==> src/rtl/uart_rx_byte.sv <==
// rtl/uart_rx_byte.sv - 8N1 UART receiver with one-entry byte buffer, overrun and framing-error flags
module uart_rx_byte #(
    parameter int CLKS_PER_BIT = 10408,
    parameter int HALF_BIT     = CLKS_PER_BIT / 2
) (
    input  logic       clk,
    input  logic       rst,
    input  logic       rxd,
    input  logic       rx_ack,
    output logic [7:0] rx_data,
    output logic       rx_valid,
    output logic       overrun,
    output logic       frame_err,
    output logic       busy
);

    localparam logic [13:0] CNT_FULL = 14'(CLKS_PER_BIT - 1);
    localparam logic [13:0] CNT_HALF = 14'(HALF_BIT - 1);

    typedef enum logic [2:0] {IDLE, START, DATA, STOP, BRK} state_t;

    state_t      state, state_nxt;
    logic [1:0]  rst_pipe;
    logic        rst_n;
    logic        sync1, rxs;
    logic [13:0] cnt, cnt_nxt;
    logic [2:0]  bit_idx, bit_idx_nxt;
    logic [7:0]  shreg, shreg_nxt;
    logic        load, ferr_nxt;

    // Reset asserts immediately but is released only on a clock edge.
    always_ff @(posedge clk or negedge rst) begin
        if (!rst) rst_pipe <= 2'b00;
        else      rst_pipe <= {rst_pipe[0], 1'b1};
    end
    assign rst_n = rst_pipe[1];

    always_ff @(posedge clk or negedge rst_n) begin
        if (!rst_n) begin
            sync1 <= 1'b1;
            rxs   <= 1'b1;
        end else begin
            sync1 <= rxd;
            rxs   <= sync1;
        end
    end

    always_ff @(posedge clk or negedge rst_n) begin
        if (!rst_n) state <= IDLE;
        else        state <= state_nxt;
    end

    always_comb begin
        state_nxt   = state;
        cnt_nxt     = (cnt != 14'd0) ? cnt - 14'd1 : cnt;
        bit_idx_nxt = bit_idx;
        shreg_nxt   = shreg;
        load        = 1'b0;
        ferr_nxt    = 1'b0;
        case (state)
            IDLE: begin
                if (!rxs) begin
                    state_nxt = START;
                    cnt_nxt   = CNT_HALF;
                end
            end
            START: begin
                if (cnt == 14'd0) begin
                    if (!rxs) begin
                        state_nxt   = DATA;
                        cnt_nxt     = CNT_FULL;
                        bit_idx_nxt = 3'd0;
                    end else begin
                        state_nxt = IDLE;
                    end
                end
            end
            DATA: begin
                if (cnt == 14'd0) begin
                    shreg_nxt   = {rxs, shreg[7:1]};
                    cnt_nxt     = CNT_FULL;
                    bit_idx_nxt = bit_idx + 3'd1;
                    if (bit_idx == 3'd7) state_nxt = STOP;
                end
            end
            STOP: begin
                if (cnt == 14'd0) begin
                    if (rxs) begin
                        load      = 1'b1;
                        state_nxt = IDLE;
                    end else begin
                        ferr_nxt  = 1'b1;
                        state_nxt = BRK;
                    end
                end
            end
            BRK: begin
                // A held-low line must go high before another start bit counts.
                if (rxs) state_nxt = IDLE;
            end
            default: state_nxt = IDLE;
        endcase
    end

    always_ff @(posedge clk or negedge rst_n) begin
        if (!rst_n) begin
            cnt       <= 14'd0;
            bit_idx   <= 3'd0;
            shreg     <= 8'h00;
            rx_data   <= 8'h00;
            rx_valid  <= 1'b0;
            overrun   <= 1'b0;
            frame_err <= 1'b0;
        end else begin
            cnt       <= cnt_nxt;
            bit_idx   <= bit_idx_nxt;
            shreg     <= shreg_nxt;
            frame_err <= ferr_nxt;
            if (load) begin
                // A simultaneous ack retires the old byte, so the new one is not an overrun.
                rx_data  <= shreg;
                rx_valid <= 1'b1;
                overrun  <= rx_ack ? 1'b0 : (overrun | rx_valid);
            end else if (rx_ack && rx_valid) begin
                rx_valid <= 1'b0;
                overrun  <= 1'b0;
            end
        end
    end

    assign busy = (state != IDLE);

endmodule

==> config.mk <==
export PLATFORM = sky130hd
export DESIGN_NAME = uart_rx_byte
export DESIGN_NICKNAME = d
export VERILOG_FILES = /design/src/rtl/uart_rx_byte.sv
export SDC_FILE = /design/constraint.sdc
export NUM_CORES = 1
export LEC_CHECK = 0
export BUFFER_PORTS_ARGS = -buffer_cell sky130_fd_sc_hd__buf_4
export CAP_MARGIN = 10
export CORE_MARGIN = 2
export CORE_UTILIZATION = 55
export DETAILED_ROUTE_END_ITERATION = 10
export PLACE_DENSITY_LB_ADDON = 0.15
export SYNTH_ARGS = -nofsm -noshare
export SYNTH_HDL_FRONTEND = slang
export SYNTH_SLANG_ARGS = --single-unit
==> constraint.sdc <==
create_clock -name clk -period 1.5 [get_ports clk]
set_input_delay 0.15 -clock clk [delete_from_list [all_inputs] [get_ports clk]]
set_output_delay 0.15 -clock clk [all_outputs]
set_load 0.1 [all_outputs]
Word-level counts from Yosys, hierarchy flattened. Cells that the tools add are included.

Input bits: 4. Output and inout port bits: 12. Register bits: 43.

Add/subtract/negate cells: 2. Multiplexer cells: 29. Reduce and logical (&&, ||, !) cells: 10. Bitwise logic cells: 1. Eq/ne operators: 12.

Operators with widths (number): $mux 14 (5); $pmux 14 s3 (1); $mux 3 (10); $pmux 3 s5 (1); $logic_not 14->1 (1); $ne 2x2->1 const B (7); $reduce_bool 14->1 (1); $sub 14x1->14 const B (1); $mux 1 (10); $eq 3x2->1 const B (2); $eq 3x3->1 const B (2); $pmux 3 s2 (1); $reduce_and 6->1 (1); $reduce_and 4->1 (1); $reduce_bool 2->1 (2); $add 3x1->3 const B (1); $eq 3x1->1 const B (1); $logic_not 3->1 (1); $reduce_bool 3->1 (1); $mux 2 (1); $reduce_and 2->1 (1); $logic_and 1x1->1 (1); $or 1x1->1 (1).

Depth between registers and ports, before layout. Gate-level depths: netlist (run 1).

Depth after elaboration: 5. Gate-level depth with buffers: 9.

Worst setup path before layout (run 1). Ideal clock, no wire load.

Path kind: register to register. Start: register cnt[0]. End: register cnt[0]. Required time: 1.435 ns. Path buffers: 0. Setup time: 0.065 ns. Arrival: 2.528 ns. Period minus slack after synthesis: 2.593 ns. Cell stages (with the launch flop): 10. Path slack: -1.093 ns. Cells stage by stage: dfrtp_1 -> inv_1 -> ha_1 -> or4b_1 -> nor4_4 -> inv_2 -> ha_1 -> nor2b_1 -> a2111oi_0 -> o22a_1.

Word-level cells in the longest chain between the ends: 5.

RTL lines: start, declared (RTL line 26) `logic [13:0] cnt, cnt_nxt;`; start signal, assigned (RTL line 115) `cnt <= cnt_nxt;`; $sub 14x1->14 / $reduce_bool 14->1 (equally long branches) (RTL line 55) `cnt_nxt = (cnt != 14'd0) ? cnt - 14'd1 : cnt;`; $mux 14 (RTL line 55); $mux 14 (RTL line 69) `if (!rxs) begin`; $mux 14 (RTL line 68) `if (cnt == 14'd0) begin`; $pmux 14 s3 * (RTL line 60) `case (state)`; named net cnt_nxt[0] (RTL line 26).

The timed path passes the listed nets; every way through them passes the cells marked *. A chain may end at the register's enable or synchronous reset.

Worst setup path after layout (run 1).
Start: register cnt[0]. End: register cnt[1].

The elaborated chain is that of the path after synthesis.

==> results of run 1 <==
-- where the power goes --
part / leakage, nW / internal [mW] / switching [mW]
sequential: 0.550 / 1.35 / 0.131
clock: 0.0282 / 0.181 / 0.377
combinational: 0.796 / 0.790 / 0.744
-- worst register-to-register path, cell delays in order (launching register included) --
cell     delay (ns)
dfrtp_1        0.42
inv_2          0.09
ha_4           0.12
or4b_4         0.47
nor4_4         0.24
buf_4          0.19
inv_4          0.05
buf_6          0.11
buf_4          0.12
mux2i_1        0.11
or3_1          0.33
-- area by class of cell --
class	count	area, sq um	area share (%)
sequential	43	1081	37.47
multi-input combinational	116	1049	36.34
timing repair buffer	75	619.3	21.47
tap	46	57.56	1.995
clock buffer	6	41.29	1.431
inverter	6	25.02	0.8673
clock inverter	2	12.51	0.4337
-- cells by family after synthesis --
kind of cell               after synthesis
AOI/OAI and AO/OA                       31
xor gates and xnor gates                 2
adders and majority gates                5
buffers and inverters                   14
DFF                                     43
muxes                                   21
other                                    1
and+or+nand+nor                         55
-- Yosys cell counts (2+ instances only) --
library cell / number
nor4_1: 7
ha_1: 5
dfrtp_1: 41
nand3_1: 5
or3_1: 7
nand2_1: 7
or2_2: 2
inv_1: 5
nor2_1: 8
nor3_1: 3
xnor2_1: 2
nor3b_1: 2
o21ai_0: 9
buf_2: 2
or4_1: 4
a32o_1: 2
mux2_2: 16
a21oi_1: 5
a311o_1: 2
nor2b_1: 2
a211oi_1: 3
mux2i_1: 5
dfstp_2: 2
clkbuf_1: 5
-- path summary, 6_finish.rpt --
| path | cells past startpoint | end | from | slack (ns) |
|---|---|---|---|---|
| setup / recovery | 10 | cnt[1]$_DFF_PN0_ | cnt[0]$_DFF_PN0_ | -0.87 |
| hold / removal | 2 | rst_pipe[0]$_DFF_PN0_ | rst | 0.1 |
| setup reg to reg | 10 | cnt[1]$_DFF_PN0_ | cnt[0]$_DFF_PN0_ | -0.87 |
| hold reg to reg | 1 | frame_err$_DFF_PN0_ | rst_pipe[1]$_DFF_PN0_ | 0.31 |
| max in group asynchronous | 1 | state[1]$_DFFE_PN0P_ | rst_pipe[1]$_DFF_PN0_ | 0.82 |
| min in group clk | 0 | rxs$_DFF_PN1_ | sync1$_DFF_PN1_ | 0.36 |
-- stage by stage --
| stage | area (sq um) | total power [mW] | utilization, % | instances | setup TNS (ns) |
|---|---|---|---|---|---|
| floorplan | 2079 | 2.157 | - | 172 | -23.38 |
| global placement | 2575 | 2.692 | 75.38 | 272 | -25.23 |
| detailed placement | 2575 | 2.770 | 75.38 | 272 | -28.32 |
| CTS | 2825 | 3.419 | 82.71 | 290 | -27.16 |
| global route | 2885 | 3.772 | 84.47 | 294 | -30.42 |
| finish | 2885 | 3.575 | 84.47 | 294 | -28.38 |
-- registers in the layout, summed over array words and instances (netlist names) --
name	cells
cnt	14
rx_data	8
shreg	8
bit_idx	3
state	3
rst_pipe	2
frame_err	1
overrun	1
rx_valid	1
rxs	1
sync1	1
-- layer usage --
layer | vias up | global-route usage [%] | share of wire, %
li1 | 788 | - | -
met1 | 871 | 33.68 | 38
met2 | 90 | 46.74 | 51
met3 | 26 | 6.514 | 6.4
met4 | 0 | 11.70 | 4.2
met5 | - | 0 | 0
-- what timing repair did --
| item | CTS | global route |
|---|---|---|
| gates cloned | 1 | 0 |
| pin swaps | 9 | 7 |
| setup endpoints to repair | 40 | 40 |
| hold buffers | 3 | 0 |
| buffers inserted | 6 | 5 |
| endpoints found under the hold margin | 4 | 0 |
| resized for setup | 31 | 7 |
-- cell usage in the layout (no fill, tap or decap), types with 3 or more instances in the layout --
cell / instances
a21oi_1: 4
buf_4: 62
buf_6: 7
clkbuf_4: 5
dfrtp_1: 39
dlygate4sd3_1: 3
ha_4: 3
inv_1: 3
mux2_2: 7
mux2_4: 9
mux2i_1: 5
nand2_1: 6
nand3_1: 3
nor2_1: 8
nor4_1: 6
o21ai_1: 5
or3_1: 5
or3_4: 3
or4_1: 4
==> summary.txt, run 1 <==
Setup path
  – CP Class: register to register
  – Arr. time, crit path: 2.61 ns
  – CP max FO: 4
  – Critical path buffer and inverter count: 5
  – Worst path cell trace: inv_2, ha_4, or4b_4, nor4_4, buf_4, inv_4, buf_6, buf_4, mux2i_1, or3_1
  – Max incr delay on CP: 0.47 ns
  – Worst setup SP type: register
  – Worst Path Required: 1.74 ns
  – Delay-heaviest family, CP: simple AND/OR/NAND/NOR gates
  – CP endpoint kind: register
  – Top cell by count, worst path: buf_4
  – CP max-delay cell: or4b_4

Route
  – Post-route ant nets: 0
  – Via count: 1775
  – DRC violations left: 0
  – DR pass1 iterations: 4
  – Routed WL: 5266 um
  – Wire per inst: 17.91 um
  – Iter 0 DRT Violations: 107
  – Vias/cell: 6.037

Timing
  – Setup WS post-layout: -0.8690 ns
  – Max Clock Freq: 422.1 MHz
  – Worst Hold Margin: 0.09957 ns
  – Setup Viol. Count Final: 40
  – Final Skew: 0.009425 ns
  – Period utilization: 157.9%
  – Hold Fails Final Rpt: 0
  – Pins Over Slew Limit: 0
  – Final worst path period need: 2.369 ns
  – Tightest Pin Transition: 0.6997 ns
  – Max-slew headroom: 53.25%
  – RSZ-0062 raised after global routing: yes

Global routing
  – Initial antenna violation count: 0
  – Vias in the first global route: 1778
  – First-pass GRT wire length: 8618 um
  – GRT Util Overall: 27.59%
  – Pin count of the biggest net entering global routing: 42
  – Grt total ovfl: 0

Floorplan
  – Die span in y: 64.28 um
  – Ports: 16
  – Horiz. Die Dim: 64.28 um
  – Die ar.: 0.004131 sq mm
  – Core area: 0.003416 sq mm
  – Row count: 21
  – Starting Density: 58.50%

Placement
  – Dpl ws: -0.9056 ns
  – Placer Congestion: 0.9086
  – Post-detailed-placement half-perimeter wirelength: 3256 um
  – IO Port Bufs: 15

Synthesis
  – Top cells by area, synth: dfrtp_1 (51%), mux2_2 (9.0%), ha_1 (3.1%)
  – Post-synth EDFFs: 0
  – Synth Area in Simple Gates: 16.91%
  – Asr flop ratio synth: 100.0%
  – Synth warnings: 0
  – Post-Syn Area: 0.001998 sq mm
  – Yosys reg bits: 43
  – Syn nets: 181
  – Mux cell area share after synthesis: 11.52%
  – Area leader, netlist: dfrtp_1
  – Compound-cell area share of the yosys netlist: 10.64%
  – XOR/XNOR share of the synthesized area: 0.8766%
  – Post-synth top area share: 51.35%
  – Largest family of logic cells by synthesized area: simple AND/OR/NAND/NOR gates
  – Adder-cell share of the synthesized area: 3.131%
  – Mapped Cells: 172
  – Syn Area/Cell: 11.62 sq um
  – Post-synth cell types: 45
  – Main flop type after synthesis: dfrtp_1
  – Sequential area share after synthesis: 53.98%

Run
  – MaxCap Viol Count: 0

Clocking
  – Num CTS Buffers: 5
  – CTS tree: yes
  – Clock latency on the worst-skew pair: 0.36 ns
  – Clock buffer depth: 2
  – Clock Root Buffer: clkbuf_4
  – H-tree levels: 2
  – Clock Sinks: 43
  – Clk slew on worst S/H paths: 0.13 ns

Outcome
  – Violations in the final reports: setup timing
  – Outcome: finished with violations

Power
  – PwrDens: 1239 mW/mm^2
  – LEAKAGE: 1.374 nW
  – Worst vdd ir: 912.4 uV

Final layout
  – Share of layout cells above drive strength 1: 51.21%
  – Antenna cell count: 0
  – Fillers: 172
  – Area Growth Syn to Fin: 44.40%
  – Final nets: 256

Hold path
  – Min-Delay Path Class: input port to asynchronous set/reset pin
Note: power is estimated with default switching activity, not from simulation.
==> run 2, diff against run 1 <==
--- a/config.mk
+++ b/config.mk
@@ -10,6 +10,7 @@
 export CORE_MARGIN = 2
 export CORE_UTILIZATION = 55
 export DETAILED_ROUTE_END_ITERATION = 10
+export MAX_ROUTING_LAYER = met4
 export PLACE_DENSITY_LB_ADDON = 0.15
 export SYNTH_ARGS = -nofsm -noshare
 export SYNTH_HDL_FRONTEND = slang
==> summary.txt, run 2 (synthesis results as in run 1) <==
Final layout
  – Max reg flops: 14 (unchanged)
  – Finished Core Util: 84.69% (+0.22 points)
  – Antenna cell count: 0 (unchanged)
  – Top reg by flops: cnt
  – Area Growth Syn to Fin: 44.77%
  – Share of layout cells above drive strength 1: 51.61% (+0.40 points)
  – Final nets: 256 (unchanged)
  – Finished Layout Cells: 294 (unchanged)
  – Fillers: 166 (-3.5%)
  – Area occupied by multi-input gates: 0.001052 sq mm (+0.36%)
  – Commonest cells after routing, fill and taps aside: buf_4 (61), dfrtp_1 (39), mux2_4 (9)
  – Seq. cell area: 0.001081 sq mm (unchanged)
  – Largest regs: cnt (14), rx_data (8), shreg (8)
  – Most common cell after layout, fill and taps aside: buf_4

Floorplan
  – Core area: 0.003416 sq mm (unchanged)
  – Starting Density: 58.50% (unchanged)
  – Die ar.: 0.004131 sq mm (unchanged)
  – Die span in y: 64.28 um (unchanged)
  – Horiz. Die Dim: 64.28 um (unchanged)
  – Row count: 21 (unchanged)
  – Ports: 16 (unchanged)

Setup path
  – Max incr delay on CP: 0.48 ns (about the same)
  – Worst setup path start: cnt[0]$_DFF_PN0_
  – CP max-delay cell: or4b_4
  – Worst path depth: 9 (-1)
  – R2r startpoint: cnt[0]$_DFF_PN0_
  – Critical path buffer and inverter count: 4 (-1)
  – R2R depth: 9 (-1)
  – Delay-heaviest family, CP: simple AND/OR/NAND/NOR gates
  – Worst setup SP type: register
  – Reg2reg end: bit_idx[1]$_DFFE_PN0P_
  – CP endpoint kind: register
  – CP Class: register to register
  – Worst path cell trace: inv_2, ha_4, or4b_4, nor4_4, buf_4, inv_4, buf_6, or3_4, a32o_1
  – R2R Setup Slk: -0.85 ns (+0.02 ns)
  – Arr. time, crit path: 2.62 ns (about the same)
  – Worst Path Required: 1.77 ns (+0.03 ns)
  – CP max FO: 4 (unchanged)

Clocking
  – Clk slew on worst S/H paths: 0.13 ns (about the same)
  – H-tree levels: 2 (unchanged)
  – Clock Sinks: 43 (unchanged)
  – Clock Root Buffer: clkbuf_4
  – Clock latency on the worst-skew pair: 0.37 ns (about the same)
  – Clock buffer depth: 2 (unchanged)
  – CTS tree: yes
  – Num CTS Buffers: 5 (unchanged)

Run
  – MaxCap Viol Count: 0 (unchanged)

Timing
  – Period utilization: 156.7% (-1.2 points)
  – Final Skew: 0.01122 ns (+0.001791 ns)
  – Max Clock Freq: 425.4 MHz (+0.79%)
  – Setup Viol. Count Final: 40 (unchanged)
  – Final worst path period need: 2.351 ns (-0.01846 ns)
  – Pins Over Slew Limit: 0 (unchanged)
  – Setup WS post-layout: -0.8506 ns (+0.01846 ns)
  – Tightest Pin Transition: 0.6950 ns (-0.004675 ns)
  – Hold Fails Final Rpt: 0 (unchanged)
  – RSZ-0062 raised after global routing: yes
  – Max-slew headroom: 53.56% (+0.31 points)

Route
  – DR pass1 iterations: 4 (unchanged)
  – Routed WL: 5541 um (+5.2%)
  – Post-route ant nets: 0 (unchanged)
  – Via count: 1777 (+0.11%)
  – Vias/cell: 6.044 (+0.11%)
  – Wire per inst: 18.85 um (+5.2%)
  – Iter 0 DRT Violations: 197 (+84%)
  – DRC violations left: 0 (unchanged)

Global routing
  – First-pass GRT wire length: 8611 um (about the same)
  – Grt total ovfl: 0 (unchanged)
  – Initial antenna violation count: 0 (unchanged)
  – GRT Util Overall: 28.32% (+0.73 points)
  – Vias in the first global route: 1787 (+0.51%)
  – Pin count of the biggest net entering global routing: 42 (unchanged)

Power
  – LEAKAGE: 1.378 nW (+0.25%)
  – P_sw: 1.299 mW (+3.8%)
  – Sequential Power Share: 41.0% (-0.5 points)
  – Switching part of the total power: 35.73% (+0.72 points)
  – PwrDens: 1257 mW/mm^2 (+1.5%)
  – Internal: 2.337 mW (+0.59%)
  – Clk network pwr share: 15.8% (+0.2 points)
  – Logic pwr share: 43.2% (+0.3 points)
  – Worst vdd ir: 898.4 uV (-1.5%)

Outcome
  – Violations in the final reports: setup timing
  – Outcome: finished with violations

Placement
  – Post-detailed-placement half-perimeter wirelength: 3256 um (unchanged)
  – Placer Congestion: 0.9242 (+1.7%)
  – IO Port Bufs: 15 (unchanged)
  – Placed Cells: 272 (unchanged)

Hold path
  – Min-Delay Path Class: input port to asynchronous set/reset pin
-- run 2: power by group through the flow --
stage | registers (mW) | clock network (mW) | logic (mW)
finish | 1.49 | 0.573 | 1.57
global route | 1.51 | 0.639 | 1.67
CTS | 1.48 | 0.572 | 1.37
detailed placement | 1.50 | 0 | 1.27
global placement | 1.49 | 0 | 1.20
floorplan | 1.55 | 0 | 0.604
-- run 2: final cells by class --
class                      instances  share of cell area, %
clock buffer                       6                  1.427
tap                               46                  1.990
timing repair buffer              75                  21.54
multi-input combinational        116                  36.38
inverter                           6                 0.8651
clock inverter                     2                 0.4325
sequential                        43                  37.37
-- run 2: what timing repair did --
action                                  CTS  global route
resized for setup                        31             9
pin swaps                                 9             7
buffers inserted                          6             5
endpoints found under the hold margin     4             0
cloned                                    1             0
hold buffers                              3             0
endpoints found under the setup margin   40            40
-- run 2: routing by layer --
metal  track usage (%)  up-vias  wire length [um]
li1                  -      791                 -
met1             33.22      874              2145
met2             47.01       86              2794
met3             6.690       26               375
met4             11.70        0               226
met5                 -        -                 0
-- run 2: how the worst max path moves through the flow --
stage	to	slack (ns)
final	bit_idx[1]$_DFFE_PN0P_	-0.85
after global routing	bit_idx[1]$_DFFE_PN0P_	-0.92
after CTS	bit_idx[1]$_DFFE_PN0P_	-0.85
after detailed placement	cnt[0]$_DFF_PN0_	-0.91
after global placement	cnt[0]$_DFF_PN0_	-0.80
after floorplan	cnt[0]$_DFF_PN0_	-0.89
-- run 2: worst reg2reg max path, stage by stage (launching register included) --
cell and delay, ns:
dfrtp_1 0.42, inv_2 0.09, ha_4 0.12, or4b_4 0.48
nor4_4 0.22, buf_4 0.19, inv_4 0.05, buf_6 0.11
or3_4 0.35, a32o_1 0.21
-- run 2: per-stage QoR --
step	setup slack (ns)	instance area (sq um)	power (mW)	hold slack, ns	setup TNS [ns]
finish	-0.8506	2893	3.636	0.08238	-27.83
floorplan	-0.8851	2079	2.157	-0.1456	-23.38
CTS	-0.8511	2825	3.419	0.09081	-27.16
global placement	-0.7954	2575	2.692	-0.06808	-25.23
detailed placement	-0.9056	2575	2.770	-0.06727	-28.32
global route	-0.9234	2893	3.816	0.07717	-30.87
==> run 3, diff against run 2 <==
--- a/config.mk
+++ b/config.mk
@@ -10,6 +10,7 @@
 export CORE_MARGIN = 2
 export CORE_UTILIZATION = 55
 export DETAILED_ROUTE_END_ITERATION = 10
+export GPL_TIMING_DRIVEN = 0
 export MAX_ROUTING_LAYER = met4
 export PLACE_DENSITY_LB_ADDON = 0.15
 export SYNTH_ARGS = -nofsm -noshare
==> summary.txt, run 3 (synthesis results as in run 1) <==
Floorplan
  – Horiz. Die Dim: 64.28 um (unchanged)
  – Die span in y: 64.28 um (unchanged)
  – Ports: 16 (unchanged)
  – Die ar.: 0.004131 sq mm (unchanged)
  – Starting Density: 58.50% (unchanged)
  – Row count: 21 (unchanged)
  – Core area: 0.003416 sq mm (unchanged)

Placement
  – Dpl ws: -1.224 ns (-0.3184 ns)
  – IO Port Bufs: 15 (unchanged)
  – Placed Area: 0.002257 sq mm (-12%)
  – Placer Congestion: 0.8179 (-12%)
  – Post-detailed-placement half-perimeter wirelength: 2556 um (-21%)
  – Placed Cells: 233 (-14%)

Timing
  – Max Clock Freq: 432.6 MHz (+1.7%)
  – Final worst path period need: 2.311 ns (-0.03923 ns)
  – Max-slew headroom: 42.58% (-11 points)
  – Hold Fails Final Rpt: 0 (unchanged)
  – Setup Viol. Count Final: 40 (unchanged)
  – Pins Over Slew Limit: 0 (unchanged)
  – Final setup TNS: -26.77 ns (+1.061 ns)
  – RSZ-0062 raised after global routing: yes
  – Setup WS post-layout: -0.8114 ns (+0.03923 ns)
  – Final Skew: 0.01281 ns (+0.001592 ns)
  – Tightest Pin Transition: 0.8613 ns (+0.1662 ns)
  – Worst Hold Margin: 0.09766 ns (+0.01527 ns)
  – Period utilization: 154.1% (-2.6 points)

Setup path
  – CP Class: register to register
  – CP max-delay cell: or4b_4
  – R2R Setup Slk: -0.81 ns (+0.04 ns)
  – CP max FO: 5 (+1)
  – R2r startpoint: cnt[1]$_DFF_PN0_
  – Worst Path Required: 1.76 ns (about the same)
  – Worst path cell trace: inv_2, ha_4, or4b_4, nor4_4, buf_4, and3_4, buf_6, mux2_4
  – Arr. time, crit path: 2.57 ns (-0.05 ns)
  – Max incr delay on CP: 0.48 ns (about the same)
  – R2R depth: 8 (-1)
  – CP endpoint kind: register
  – Reg2reg end: rx_data[6]$_DFFE_PN0P_
  – Worst setup SP type: register

Global routing
  – GRT Util Overall: 25.53% (-2.8 points)
  – Grt total ovfl: 0 (unchanged)
  – First-pass GRT wire length: 7748 um (-10%)
  – Vias in the first global route: 1594 (-11%)
  – Initial antenna violation count: 0 (unchanged)
  – Pin count of the biggest net entering global routing: 42 (unchanged)

Clocking
  – Clock buffer depth: 2 (unchanged)
  – Num CTS Buffers: 5 (unchanged)
  – Clock Root Buffer: clkbuf_4
  – CTS tree: yes
  – H-tree levels: 2 (unchanged)
  – Clk slew on worst S/H paths: 0.13 ns (about the same)
  – Clock latency on the worst-skew pair: 0.37 ns (about the same)
  – Clock Sinks: 43 (unchanged)

Final layout
  – Area Growth Syn to Fin: 36.44%
  – Largest regs: cnt (14), rx_data (8), shreg (8)
  – Max reg flops: 14 (unchanged)
  – Top reg by flops: cnt
  – Finished Layout Cells: 270 (-8.2%)
  – Most common cell after layout, fill and taps aside: dfrtp_1
  – Final nets: 232 (-9.4%)
  – Finished layout cell area: 0.002726 sq mm (-5.8%)
  – Antenna cell count: 0 (unchanged)
  – Share of layout cells above drive strength 1: 47.32% (-4.3 points)
  – Finished Core Util: 79.82% (-4.9 points)
  – Fillers: 203 (+22%)
  – Commonest cells after routing, fill and taps aside: dfrtp_1 (39), buf_4 (32), buf_6 (10)

Route
  – Wire per inst: 17.68 um (-6.2%)
  – Vias/cell: 6.063 (+0.31%)
  – DR pass1 iterations: 4 (unchanged)
  – DRC violations left: 0 (unchanged)
  – Post-route ant nets: 0 (unchanged)
  – Via count: 1637 (-7.9%)
  – Iter 0 DRT Violations: 130 (-34%)
  – Routed WL: 4774 um (-14%)

Power
  – Final Power: 3.331 mW (-8.4%)
  – PwrDens: 1222 mW/mm^2 (-2.8%)
  – LEAKAGE: 1.244 nW (-9.7%)
  – Worst vdd ir: 1426 uV (+59%)

Hold path
  – Min-Delay Path Class: input port to asynchronous set/reset pin

Run
  – MaxCap Viol Count: 0 (unchanged)

Outcome
  – Violations in the final reports: setup timing
  – Outcome: finished with violations
## run 3: routing by layer
layer | global-route usage (%) | vias to the layer above | wire [um]
li1 | - | 744 | -
met1 | 34.43 | 821 | 2038
met2 | 38.93 | 58 | 2376
met3 | 6.162 | 14 | 271
met4 | 7.181 | 0 | 87
met5 | - | - | 0
## run 3: worst max-delay path by stage
stage                                start                     end  slack, ns  cells after the start
after floorplan           cnt[0]$_DFF_PN0_        cnt[0]$_DFF_PN0_      -0.89                      9
after detailed placement  cnt[0]$_DFF_PN0_  bit_idx[0]$_DFFE_PN0P_      -1.22                      7
after CTS                 cnt[0]$_DFF_PN0_  rx_data[6]$_DFFE_PN0P_      -0.82                      8
final                     cnt[1]$_DFF_PN0_  rx_data[6]$_DFFE_PN0P_      -0.81                      8
after global placement    cnt[0]$_DFF_PN0_  bit_idx[0]$_DFFE_PN0P_      -1.24                      7
after global routing      cnt[1]$_DFF_PN0_        cnt[0]$_DFF_PN0_      -0.90                      9
## run 3: worst max-delay path: cells and delay by family (launching register included)
kind | cells | cell delay (ns)
simple gates | 3 | 0.94
buf+inv | 3 | 0.42
flops | 1 | 0.41
mux | 1 | 0.30
fa+ha+maj | 1 | 0.14
## run 3: what timing repair did
action,CTS,global route
cloned,1,0
endpoints found under the setup margin,40,40
pin swaps,11,14
hold endpoints to repair,4,0
resized for setup,34,15
hold buffers,3,0
setup buffers,20,9
## run 3: layout make-up
cell class | instances | area, sq um | area share [%]
Clock buffer | 6 | 41.29 | 1.514
Buffer | 7 | 45.04 | 1.652
Multi-Input combinational cell | 115 | 1075 | 39.42
Inverter | 6 | 22.52 | 0.8261
Clock inverter | 2 | 12.51 | 0.4589
Sequential cell | 43 | 1081 | 39.65
Timing Repair Buffer | 45 | 391.6 | 14.36
Tap cell | 46 | 57.56 | 2.111
## run 3: power by group
| group | internal, mW | total (mW) | leakage [nW] | switching [mW] |
|---|---|---|---|---|
| combinational | 0.597 | 1.13 | 0.664 | 0.533 |
| clock | 0.181 | 0.581 | 0.0282 | 0.399 |
| sequential | 1.35 | 1.62 | 0.551 | 0.267 |
| total | 2.13 | 3.33 | 1.24 | 1.20 |
